File: config.mk
export PLATFORM = sky130hd
export DESIGN_NAME = pc_gen
export DESIGN_NICKNAME = d
export VERILOG_FILES = /design/src/rtl/pc_gen_pkg.sv /design/src/rtl/pc_target_check.sv /design/src/rtl/pc_gen.sv
export SDC_FILE = /design/constraint.sdc
export NUM_CORES = 1
export LEC_CHECK = 0
export CORE_MARGIN = 10
export CORE_UTILIZATION = 41
export DETAILED_ROUTE_END_ITERATION = 16
export PLACE_DENSITY = 0.79
export SLEW_MARGIN = 20
export SYNTH_ARGS = -nofsm -noshare
export SYNTH_HDL_FRONTEND = slang
export SYNTH_SLANG_ARGS = --single-unit
File: constraint.sdc
create_clock -name sys_clk -period 2.91 [get_ports sys_clk]
set_input_delay 0.873 -clock sys_clk [delete_from_list [all_inputs] [get_ports sys_clk]]
set_output_delay 0.873 -clock sys_clk [all_outputs]
set_load 0.02 [all_outputs]
File: src/rtl/pc_gen_pkg.sv
// Shared core definitions: FSM state encoding and default PC-generator geometry.
package pc_gen_pkg;

    typedef enum logic [1:0] {
        ST_BOOT  = 2'd0,
        ST_RUN   = 2'd1,
        ST_HALT  = 2'd2,
        ST_FAULT = 2'd3
    } pc_state_e;

    localparam int          DEF_XLEN         = 32;
    localparam logic [31:0] DEF_RESET_VECTOR = 32'h0000_0000;
    localparam int          DEF_STEP         = 4;
    localparam int          DEF_ALIGN_BITS   = 2;

endpackage

File: src/rtl/pc_target_check.sv
// Alignment check for a control-flow target: flags nonzero low bits and
// provides the target with those bits cleared.
module pc_target_check #(
    parameter int XLEN       = 32,
    parameter int ALIGN_BITS = 2
) (
    input  logic [XLEN-1:0] target,
    output logic            misaligned,
    output logic [XLEN-1:0] aligned
);

    assign misaligned = |target[ALIGN_BITS-1:0];
    assign aligned    = {target[XLEN-1:ALIGN_BITS], {ALIGN_BITS{1'b0}}};

endmodule

File: src/rtl/pc_gen.sv
// Program-counter generator: sequential fetch with valid/ready handshake,
// trap/redirect arbitration, misaligned-target fault and halt/resume.
module pc_gen
    import pc_gen_pkg::*;
#(
    parameter int               XLEN         = DEF_XLEN,
    parameter logic [XLEN-1:0]  RESET_VECTOR = XLEN'(DEF_RESET_VECTOR),
    parameter int               STEP         = DEF_STEP,
    parameter int               ALIGN_BITS   = DEF_ALIGN_BITS
) (
    input  logic            sys_clk,
    input  logic            sys_rst,
    input  logic            en,
    input  logic            redirect_valid,
    input  logic [XLEN-1:0] redirect_target,
    input  logic            trap_valid,
    input  logic [XLEN-1:0] trap_vector,
    input  logic            halt_req,
    input  logic            resume,
    output logic            fetch_valid,
    input  logic            fetch_ready,
    output logic [XLEN-1:0] current_pc,
    output logic [XLEN-1:0] next_pc,
    output logic            misalign,
    output logic [XLEN-1:0] misalign_pc,
    output logic [1:0]      state
);

    pc_state_e       state_q, state_d;
    logic [XLEN-1:0] pc_q, pc_d;
    logic [XLEN-1:0] misalign_pc_q, misalign_pc_d;
    logic            fetch_valid_q, fetch_valid_d;

    logic            redir_misaligned;
    logic [XLEN-1:0] redir_aligned;
    logic            trap_lowbits_unused;
    logic [XLEN-1:0] trap_aligned;
    logic [XLEN-1:0] pc_inc;
    logic            accepted;

    pc_target_check #(.XLEN(XLEN), .ALIGN_BITS(ALIGN_BITS)) u_redir_chk (
        .target     (redirect_target),
        .misaligned (redir_misaligned),
        .aligned    (redir_aligned)
    );

    // Trap vectors are masked rather than checked, so they never fault.
    pc_target_check #(.XLEN(XLEN), .ALIGN_BITS(ALIGN_BITS)) u_trap_chk (
        .target     (trap_vector),
        .misaligned (trap_lowbits_unused),
        .aligned    (trap_aligned)
    );

    assign pc_inc   = pc_q + XLEN'(STEP);
    assign accepted = fetch_valid_q && fetch_ready;

    always_comb begin
        state_d       = state_q;
        pc_d          = pc_q;
        misalign_pc_d = misalign_pc_q;
        fetch_valid_d = fetch_valid_q;
        if (en) begin
            case (state_q)
                ST_BOOT: begin
                    state_d       = ST_RUN;
                    fetch_valid_d = 1'b1;
                end
                ST_RUN: begin
                    if (trap_valid) begin
                        pc_d          = trap_aligned;
                        fetch_valid_d = 1'b1;
                    end else if (redirect_valid && redir_misaligned) begin
                        state_d       = ST_FAULT;
                        misalign_pc_d = redirect_target;
                        fetch_valid_d = 1'b0;
                    end else if (redirect_valid) begin
                        pc_d          = redir_aligned;
                        fetch_valid_d = 1'b1;
                    end else if (halt_req) begin
                        // An accepted request completes before halting; a pending one is dropped.
                        if (accepted) pc_d = pc_inc;
                        state_d       = ST_HALT;
                        fetch_valid_d = 1'b0;
                    end else if (accepted) begin
                        pc_d = pc_inc;
                    end
                end
                ST_HALT: begin
                    if (trap_valid) begin
                        state_d       = ST_RUN;
                        pc_d          = trap_aligned;
                        fetch_valid_d = 1'b1;
                    end else if (resume) begin
                        state_d       = ST_RUN;
                        fetch_valid_d = 1'b1;
                    end
                end
                ST_FAULT: begin
                    if (trap_valid) begin
                        state_d       = ST_RUN;
                        pc_d          = trap_aligned;
                        fetch_valid_d = 1'b1;
                    end
                end
                default: begin
                    state_d       = ST_BOOT;
                    fetch_valid_d = 1'b0;
                end
            endcase
        end
    end

    // The core updates all state on the falling edge.
    always_ff @(negedge sys_clk) begin
        if (!sys_rst) begin
            state_q       <= ST_BOOT;
            pc_q          <= RESET_VECTOR;
            misalign_pc_q <= '0;
            fetch_valid_q <= 1'b0;
        end else begin
            state_q       <= state_d;
            pc_q          <= pc_d;
            misalign_pc_q <= misalign_pc_d;
            fetch_valid_q <= fetch_valid_d;
        end
    end

    assign current_pc  = pc_q;
    assign next_pc     = pc_inc;
    assign fetch_valid = fetch_valid_q;
    assign misalign    = (state_q == ST_FAULT);
    assign misalign_pc = misalign_pc_q;
    assign state       = state_q;

endmodule

==> results of run 1 <==
-- kinds of logic after synthesis --
logic type	after synthesis	synth area share
AND/OR/NAND/NOR	231	0.298
AO/OA/AOI/OAI	153	0.235
flip-flops	65	0.335
buffers and inverters	51	0.0609
XOR/XNOR	27	0.0609
multiplexers	2	0.00548
adder cells (fa/ha/maj)	1	0.00322
other	1	0.000967
-- metrics by stage --
step,hold slack [ns],TNS [ns]
3_5_place_dp,0.446,-135.00
3_3_place_gp,0.438,-131.56
2_1_floorplan,0.524,-46.57
-- Yosys cell counts, types with 10 or more instances --
cell / n / area, um^2
nor3_1: 12 / 60.1
nand2_1: 110 / 413
nand3_1: 27 / 135
xor2_1: 10 / 87.6
o211ai_1: 10 / 75.1
clkbuf_1: 24 / 90.1
o21ai_0: 23 / 115
nand4_1: 14 / 87.6
a21oi_1: 75 / 375
dfxtp_1: 65 / 1300
nor2_1: 19 / 71.3
xnor2_1: 17 / 149
buf_2: 10 / 50.1
and3_1: 15 / 93.8
==> results.ini, run 1 <==
[clock_tree]
root_buffer = clkbuf_8
post-cts-setup-buffer-count = 61
h-tree-depth = 3
clock_path_buffers = 2
cts_sinks = 65
cts_buffers = 9
hold_buffers = 0
cts.repair.resized = 922

[run_status]
status = stopped before the end
error_line = [ERROR DPL-0038] Utilization greater than 100%, impossible to legalize
haltStage = 4_1_cts

[placed_design]
post_dp_cell_area_um2 = 6990
post-place-cells = 908
dp_hpwl_mm = 14.3
routabilityCongestion = 0.938
port-buffer-count = 165
dp_slack_ns = -1.45

[logic_synthesis]
yosysWarningCount = 0
ys_ff_latch = 65
synth_ff_type = dfxtp_1
synth_area_um2 = 3880
ys_async_sr_fraction = 0
ys_types = 57
syn-instance-count = 531
syn_area_per_cell_um2 = 7.31
synth_edf_count = 0
yosysSeqAreaShare = 0.335

[die]
die_h_um = 117
start_util = 0.420
ios = 172
chipWidth_um = 117
row_count = 35

==> run 2, diff against run 1 <==
--- a/config.mk
+++ b/config.mk
@@ -6,9 +6,9 @@
 export NUM_CORES = 1
 export LEC_CHECK = 0
 export CORE_MARGIN = 10
-export CORE_UTILIZATION = 41
+export CORE_UTILIZATION = 26
 export DETAILED_ROUTE_END_ITERATION = 16
-export PLACE_DENSITY = 0.79
+export PLACE_DENSITY_LB_ADDON = 0.15
 export SLEW_MARGIN = 20
 export SYNTH_ARGS = -nofsm -noshare
 export SYNTH_HDL_FRONTEND = slang
==> results.ini, run 2 <==
[placed_design]
dp_slack_ns = -1.45  ; +0.00599 ns
port-buffer-count = 165  ; unchanged
routabilityCongestion = 0.883  ; -5.9%
dp_hpwl_mm = 14.7  ; +3.2%
post-place-cells = 953  ; +5.0%

[clock_tree]
clock_path_buffers = 2  ; unchanged
clock_latency_ns = 0.42
h-tree-depth = 3  ; unchanged
cts_sinks = 65  ; unchanged
cts_buffers = 9  ; unchanged
cts_tree = yes
root_buffer = clkbuf_16
clkTransAtPathRegs_ns = 0.05
hold_buffers = 0  ; unchanged

[logic_synthesis]
synth_top_cell_area_share = 0.335  ; unchanged
yosysWarningCount = 0  ; unchanged
yosys.area.top_type = dfxtp_1
ys_ff_latch = 65  ; unchanged
synth_edf_count = 0  ; unchanged
synth_ff_type = dfxtp_1
ys_async_sr_fraction = 0  ; unchanged
ys_types = 57  ; unchanged
synth.cells.most_frequent = nand2_1, a21oi_1, dfxtp_1, nand3_1, clkbuf_1
synthMostInstantiatedCell = nand2_1
synth_area_um2 = 3880  ; unchanged
ys_top_cells_by_area = dfxtp_1, nand2_1, a21oi_1
syn_area_per_cell_um2 = 7.31  ; unchanged
yosysSeqAreaShare = 0.335  ; unchanged
syn-instance-count = 531  ; unchanged

[sta]
setup_ws_ns = -1.40
fin_skew_ns = 0.0227
setup_violations = 161
rsz0062_at_grt = yes
slew_viol_final = 0
timing.hold.ws_ns = 0.458
finalHoldViolations = 0

[power]
power_leakage_nw = 4.48
ir_drop_v = 0.000301
power-per-cell-area_nw_per_um2 = 355

[worst_hold_path]
min_path_cells = 2
whs_endpoint = misalign_pc[0]$_SDFFE_NN0P_
hold_path_class = flop to flop
hold_start = misalign_pc[0]$_SDFFE_NN0P_

[run_status]
violations = setup timing
status = complete, but fails checks

[grt]
antenna_found_initial = 0
grt.total_usage = 0.204
grt_pass1_wl_mm = 32.5
grt-ovfl-total = 0
grt_pass1_vias = 5915
grt_max_degree = 33

[worst_setup_path]
path_class = flop to output pin
crit_arrival_ns = 3.44
setup.worst_path.end_class = output pin
r2r_start = current_pc[6]$_SDFFE_NN0P_
reg2reg_to = current_pc[19]$_SDFFE_NN0P_
start_kind = flop
cp.required_ns = 2.04
cp_max_fo = 5
reg2reg_slack_ns = 0.87
rr_worst_depth = 8

[die]
chipWidth_um = 142  ; +21%
start_util = 0.266  ; -0.154
die_h_um = 142  ; +21%
ios = 172  ; unchanged
row_count = 44  ; +26%
coreArea_um2 = 14600
die-area_um2 = 20200

[routing]
antenna_left = 0
first_iter_violations = 339
vias_per_cell = 5.15
vias = 5750
drc_errors = 0
post_drt_wl_per_cell_um = 20.2
wl_mm = 22.5
drtPass1Iterations = 5

[cells_and_area]
fin_cells = 1117
diodes = 0
final_cell_mix = buf_6, buf_4, nand2_1, inv_1, clkdlybuf4s50_1
drive_above_1_share = 0.640
largest_reg_flops = 32
area_growth_pct = 153
final_common_cell = buf_6
nets = 1001

[flow_run]
maxCapViolCount = 0

## run 2: repair_timing
action | CTS | global route
pin swaps | 83 | 102
cloned | 7 | 4
setup endpoints to repair | 161 | 161
gates resized for setup | 775 | 171
setup buffers | 43 | 44
## run 2: where the power goes
part | switching (mW) | internal, mW | leakage, nW
logic | 0.433 | 0.455 | 3.41
registers | 0.0289 | 0.923 | 0.563
clock network | 0.692 | 0.957 | 0.514
## run 2: layout make-up
type,count,area (um^2)
clock buffers,9,225
well taps,184,230
repair buffers,366,3840
flip-flops and latches,65,1420
inverters,3,16.3
clock inverters,72,360
fillers,1095,4760
multi-input cells,418,3730
## run 2: worst max path at each step
stage | from | endpoint | slack, ns | cells after the start
6_report | current_pc[2]$_SDFFE_NN0P_ | next_pc[28] | -1.40 | 6
2_1_floorplan | current_pc[9]$_SDFFE_NN0P_ | next_pc[28] | -1.01 | 6
4_1_cts | current_pc[11]$_SDFFE_NN0P_ | next_pc[25] | -1.38 | 6
3_3_place_gp | current_pc[3]$_SDFFE_NN0P_ | next_pc[28] | -1.42 | 6
3_5_place_dp | current_pc[3]$_SDFFE_NN0P_ | next_pc[28] | -1.45 | 6
5_1_grt | current_pc[7]$_SDFFE_NN0P_ | next_pc[17] | -1.45 | 7
## run 2: per-stage QoR
stage                     setup TNS (ns)  instance area (um^2)  power, mW   util
final                             -78.52                  9830       3.49  0.673
after global routing              -84.60                  9830       3.71  0.673
after CTS                         -73.96                  8880       3.43  0.608
after detailed placement         -132.66                  6970       1.74  0.478
after global placement           -130.43                  6970       1.73  0.478
after floorplan                   -46.57                  4580       1.40      -
## run 2: logic make-up (layout without fill, tap and decap cells)
logic type | count (synthesis) | after routing | share of synthesized area
flip-flops | 65 | 65 | 0.335
adder cells (fa/ha/maj) | 1 | 1 | 0.00322
XOR/XNOR | 27 | 27 | 0.0609
AO/OA/AOI/OAI | 153 | 153 | 0.235
other | 1 | 4 | 0.000967
buffers and inverters | 51 | 450 | 0.0609
multiplexers | 2 | 2 | 0.00548
AND/OR/NAND/NOR | 231 | 231 | 0.298
## run 2: metal layers
metal  vias up  GRT usage  wire length (um)
met2       213      0.330             11700
met4         0     0.0936               404
met1      2809      0.234              8850
met5         -          0                 0
met3        30     0.0731              1590
li1       2698          -                 -
## run 2: critical path, cell delays in order, from the launching register on
cell and delay (ns):
dfxtp_4 0.38, ha_4 0.16, and3_4 0.20, nand4_4 0.11, or3_4 0.44, xnor2_4 0.14
buf_6 0.13
No activity file was read; power rests on OpenSTA's default activity.
==> run 3, diff against run 2 <==
--- a/config.mk
+++ b/config.mk
@@ -5,7 +5,7 @@
 export SDC_FILE = /design/constraint.sdc
 export NUM_CORES = 1
 export LEC_CHECK = 0
-export CORE_MARGIN = 10
+export CORE_MARGIN = 5
 export CORE_UTILIZATION = 26
 export DETAILED_ROUTE_END_ITERATION = 16
 export PLACE_DENSITY_LB_ADDON = 0.15
==> results.ini, run 3 (same netlist as run 2, synthesis figures left out) <==
[worst_setup_path]
crit_arrival_ns = 3.42  ; -0.02 ns
cp_max_fo = 4  ; -1
cp.required_ns = 2.04  ; about the same
start_kind = flop
crit_buf_inv = 1  ; unchanged
path_class = flop to output pin
r2r_start = current_pc[10]$_SDFFE_NN0P_
path_cells = ha_4, and3_4, nand4_4, or3_4, xnor2_4, buf_6
reg2reg_slack_ns = -1.12  ; -1.99 ns
slowest_stage = or3_4
cp_top_family = simple AND/OR/NAND/NOR gates
rr_worst_depth = 29  ; +21
setup.worst_path.end_class = output pin
max_stage_delay_ns = 0.43  ; about the same
reg2reg_to = current_pc[13]$_SDFFE_NN0P_

[power]
power_leakage_nw = 4.78  ; +6.5%
ir_drop_v = 0.000242  ; -19%
power-per-cell-area_nw_per_um2 = 322  ; -9.2%
p_total_mw = 3.37  ; -3.5%

[cells_and_area]
largest_reg_flops = 32  ; unchanged
area_growth_pct = 169
nets = 1048  ; +4.7%
final_common_cell = buf_6
fill_cells = 1044  ; -4.7%
diodes = 0  ; unchanged
drive_above_1_share = 0.666  ; +0.0265
final_cell_mix = buf_6, buf_4, inv_1

[routing]
wl_mm = 24.5  ; +8.9%
antenna_left = 0  ; unchanged
post_drt_wl_per_cell_um = 21.1  ; +4.5%
first_iter_violations = 460  ; +36%
vias_per_cell = 5.28  ; +2.6%
drtPass1Iterations = 5  ; unchanged
vias = 6148  ; +6.9%
drc_errors = 0  ; unchanged

[grt]
grt.total_usage = 0.246  ; +0.0426
grt_max_degree = 33  ; unchanged
grt_pass1_wl_mm = 34.1  ; +4.9%
grt_pass1_vias = 6290  ; +6.3%
antenna_found_initial = 0  ; unchanged
grt-ovfl-total = 0  ; unchanged

[sta]
rsz0062_at_grt = yes
tns_ns = -83.50  ; -4.98 ns
timing.hold.ws_ns = 0.462  ; +0.00408 ns
finalHoldViolations = 0  ; unchanged
fin_skew_ns = 0.0349  ; +0.0122 ns
setup_violations = 161  ; unchanged
setup_ws_ns = -1.38  ; +0.0169 ns
slew_viol_final = 0  ; unchanged

[die]
die_h_um = 132  ; -7.0%
die-area_um2 = 17500  ; -14%
start_util = 0.266  ; unchanged
coreArea_um2 = 14600  ; unchanged
ios = 172  ; unchanged
row_count = 44  ; unchanged
chipWidth_um = 132  ; -7.0%

[worst_hold_path]
whs_endpoint = misalign_pc[6]$_SDFFE_NN0P_
hold_start = misalign_pc[6]$_SDFFE_NN0P_
hold_path_class = flop to flop
min_path_cells = 2  ; unchanged

[clock_tree]
clock_latency_ns = 0.43  ; about the same
cts_sinks = 65  ; unchanged
clkTransAtPathRegs_ns = 0.05  ; about the same
h-tree-depth = 3  ; unchanged
hold_buffers = 0  ; unchanged
root_buffer = clkbuf_16
clock_path_buffers = 2  ; unchanged
cts_buffers = 9  ; unchanged
cts_tree = yes

[run_status]
status = complete, but fails checks
violations = setup timing

[placed_design]
routabilityCongestion = 0.870  ; -1.4%
port-buffer-count = 165  ; unchanged
dp_hpwl_mm = 13.9  ; -5.3%

[flow_run]
maxCapViolCount = 0  ; unchanged

-- run 3: changes by cell type in the layout (fill, tap and decap cells not counted), sizes merged --
cell	before	now
inv	70	74
clkinvlp	1	0
buf	299	346
bufinv	3	0
-- run 3: metal layers --
| layer | up-vias | global-route usage | routed length [um] |
|---|---|---|---|
| met5 | - | 0 | 0 |
| met4 | 0 | 0.132 | 975 |
| met3 | 77 | 0.0798 | 1790 |
| met2 | 305 | 0.413 | 12500 |
| met1 | 2964 | 0.276 | 9270 |
| li1 | 2802 | - | - |
-- run 3: area by class of cell --
type,instances,area (um^2),area share
clock buffer,9,225,0.0216
clock inverter,72,295,0.0283
inverter,3,16.3,0.00156
multi-input combinational,418,3760,0.360
sequential,65,1430,0.137
tap,184,230,0.0220
timing repair buffer,413,4490,0.430
-- run 3: power by group --
part / switching [mW] / internal, mW / total (mW)
registers: 0.0325 / 0.921 / 0.953
logic: 0.448 / 0.504 / 0.951
clock network: 0.756 / 0.708 / 1.46
-- run 3: how the worst max path moves through the flow --
stage	startpoint	end	slack, ns	depth (start not counted)
3_3_place_gp	current_pc[3]$_SDFFE_NN0P_	next_pc[28]	-1.42	6
3_5_place_dp	current_pc[3]$_SDFFE_NN0P_	next_pc[28]	-1.45	6
4_1_cts	current_pc[11]$_SDFFE_NN0P_	next_pc[25]	-1.41	6
6_report	current_pc[2]$_SDFFE_NN0P_	next_pc[28]	-1.38	6
2_1_floorplan	current_pc[9]$_SDFFE_NN0P_	next_pc[28]	-1.01	6
5_1_grt	current_pc[15]$_SDFFE_NN0P_	next_pc[17]	-1.44	7
-- run 3: through the flow --
step | cells | area [um^2] | util | worst slack, ns
3_5_place_dp | 958 | 7000 | 0.480 | -1.45
4_1_cts | 1118 | 9310 | 0.638 | -1.41
2_1_floorplan | 534 | 4580 | - | -1.01
5_1_grt | 1164 | 10400 | 0.716 | -1.44
6_report | 1164 | 10400 | 0.716 | -1.38
3_3_place_gp | 958 | 7000 | 0.480 | -1.42
-- run 3: timing repair --
item | CTS | global route
setup buffers | 67 | 58
pin swaps | 96 | 111
setup endpoints to repair | 161 | 161
cloned | 16 | 2
gates resized for setup | 794 | 216
-- run 3: tightest hold or removal path, stage by stage (launching register included) --
cell and delay (ns):
dfxtp_2 0.32, nand2_1 0.05, a21oi_1 0.05
==> run 4, diff against run 3 <==
--- a/config.mk
+++ b/config.mk
@@ -6,7 +6,7 @@
 export NUM_CORES = 1
 export LEC_CHECK = 0
 export CORE_MARGIN = 5
-export CORE_UTILIZATION = 26
+export CORE_UTILIZATION = 40
 export DETAILED_ROUTE_END_ITERATION = 16
 export PLACE_DENSITY_LB_ADDON = 0.15
 export SLEW_MARGIN = 20
==> results.ini, run 4 <==
[placed_design]
port-buffer-count = 165  ; unchanged
post-place-cells = 910  ; -5.0%
post_dp_cell_area_um2 = 6950  ; -0.73%
routabilityCongestion = 0.955  ; +9.7%
dp_hpwl_mm = 12.9  ; -7.1%

[clock_tree]
cts_buffers = 9  ; unchanged
cts_sinks = 65  ; unchanged
clock_path_buffers = 2  ; unchanged
hold_buffers = 0  ; unchanged
root_buffer = clkbuf_8
h-tree-depth = 3  ; unchanged

[logic_synthesis]
ys_types = 57  ; unchanged
syn-instance-count = 531  ; unchanged
yosysWarningCount = 0  ; unchanged
synth_ff_type = dfxtp_1
synth_edf_count = 0  ; unchanged
synth_top_cell_area_share = 0.335  ; unchanged
ys_async_sr_fraction = 0  ; unchanged
yosys.area.top_type = dfxtp_1
synth_area_um2 = 3880  ; unchanged
synthMostInstantiatedCell = nand2_1
ys_top_cells_by_area = dfxtp_1, nand2_1, a21oi_1
synth.cells.most_frequent = nand2_1, a21oi_1, dfxtp_1, nand3_1, clkbuf_1
ys_ff_latch = 65  ; unchanged
yosysSeqAreaShare = 0.335  ; unchanged
syn_area_per_cell_um2 = 7.31  ; unchanged

[die]
chipWidth_um = 108  ; -18%
start_util = 0.404  ; +0.138
ios = 172  ; unchanged
row_count = 36  ; -18%
die_h_um = 108  ; -18%

[run_status]
status = stopped before the end
error_line = [ERROR DPL-0038] Utilization greater than 100%, impossible to legalize
haltStage = 5_1_grt

[sta]
endpoint_type = output port
postGrtWorstEndpoint = next_pc[26]

[grt]
grt_max_degree = 31

run 4: kinds of logic after synthesis:
group | count (synthesis) | synth area share
AOI/OAI and AO/OA | 153 | 0.235
xor gates and xnor gates | 27 | 0.0609
adders and majority gates | 1 | 0.00322
buffers and inverters | 51 | 0.0609
DFF | 65 | 0.335
muxes | 2 | 0.00548
other | 1 | 0.000967
and+or+nand+nor | 231 | 0.298
run 4: timing repair:
| item | 4_1_cts |
|---|---|
| resized for setup | 892 |
| cloned | 13 |
| pin swaps | 134 |
| setup buffers | 51 |
| endpoints found under the setup margin | 161 |
run 4: stage by stage:
step | hold WS (ns) | worst slack (ns)
3_5_place_dp | 0.443 | -1.42
3_3_place_gp | 0.437 | -1.40
4_1_cts | 0.454 | -1.41
2_1_floorplan | 0.524 | -1.01
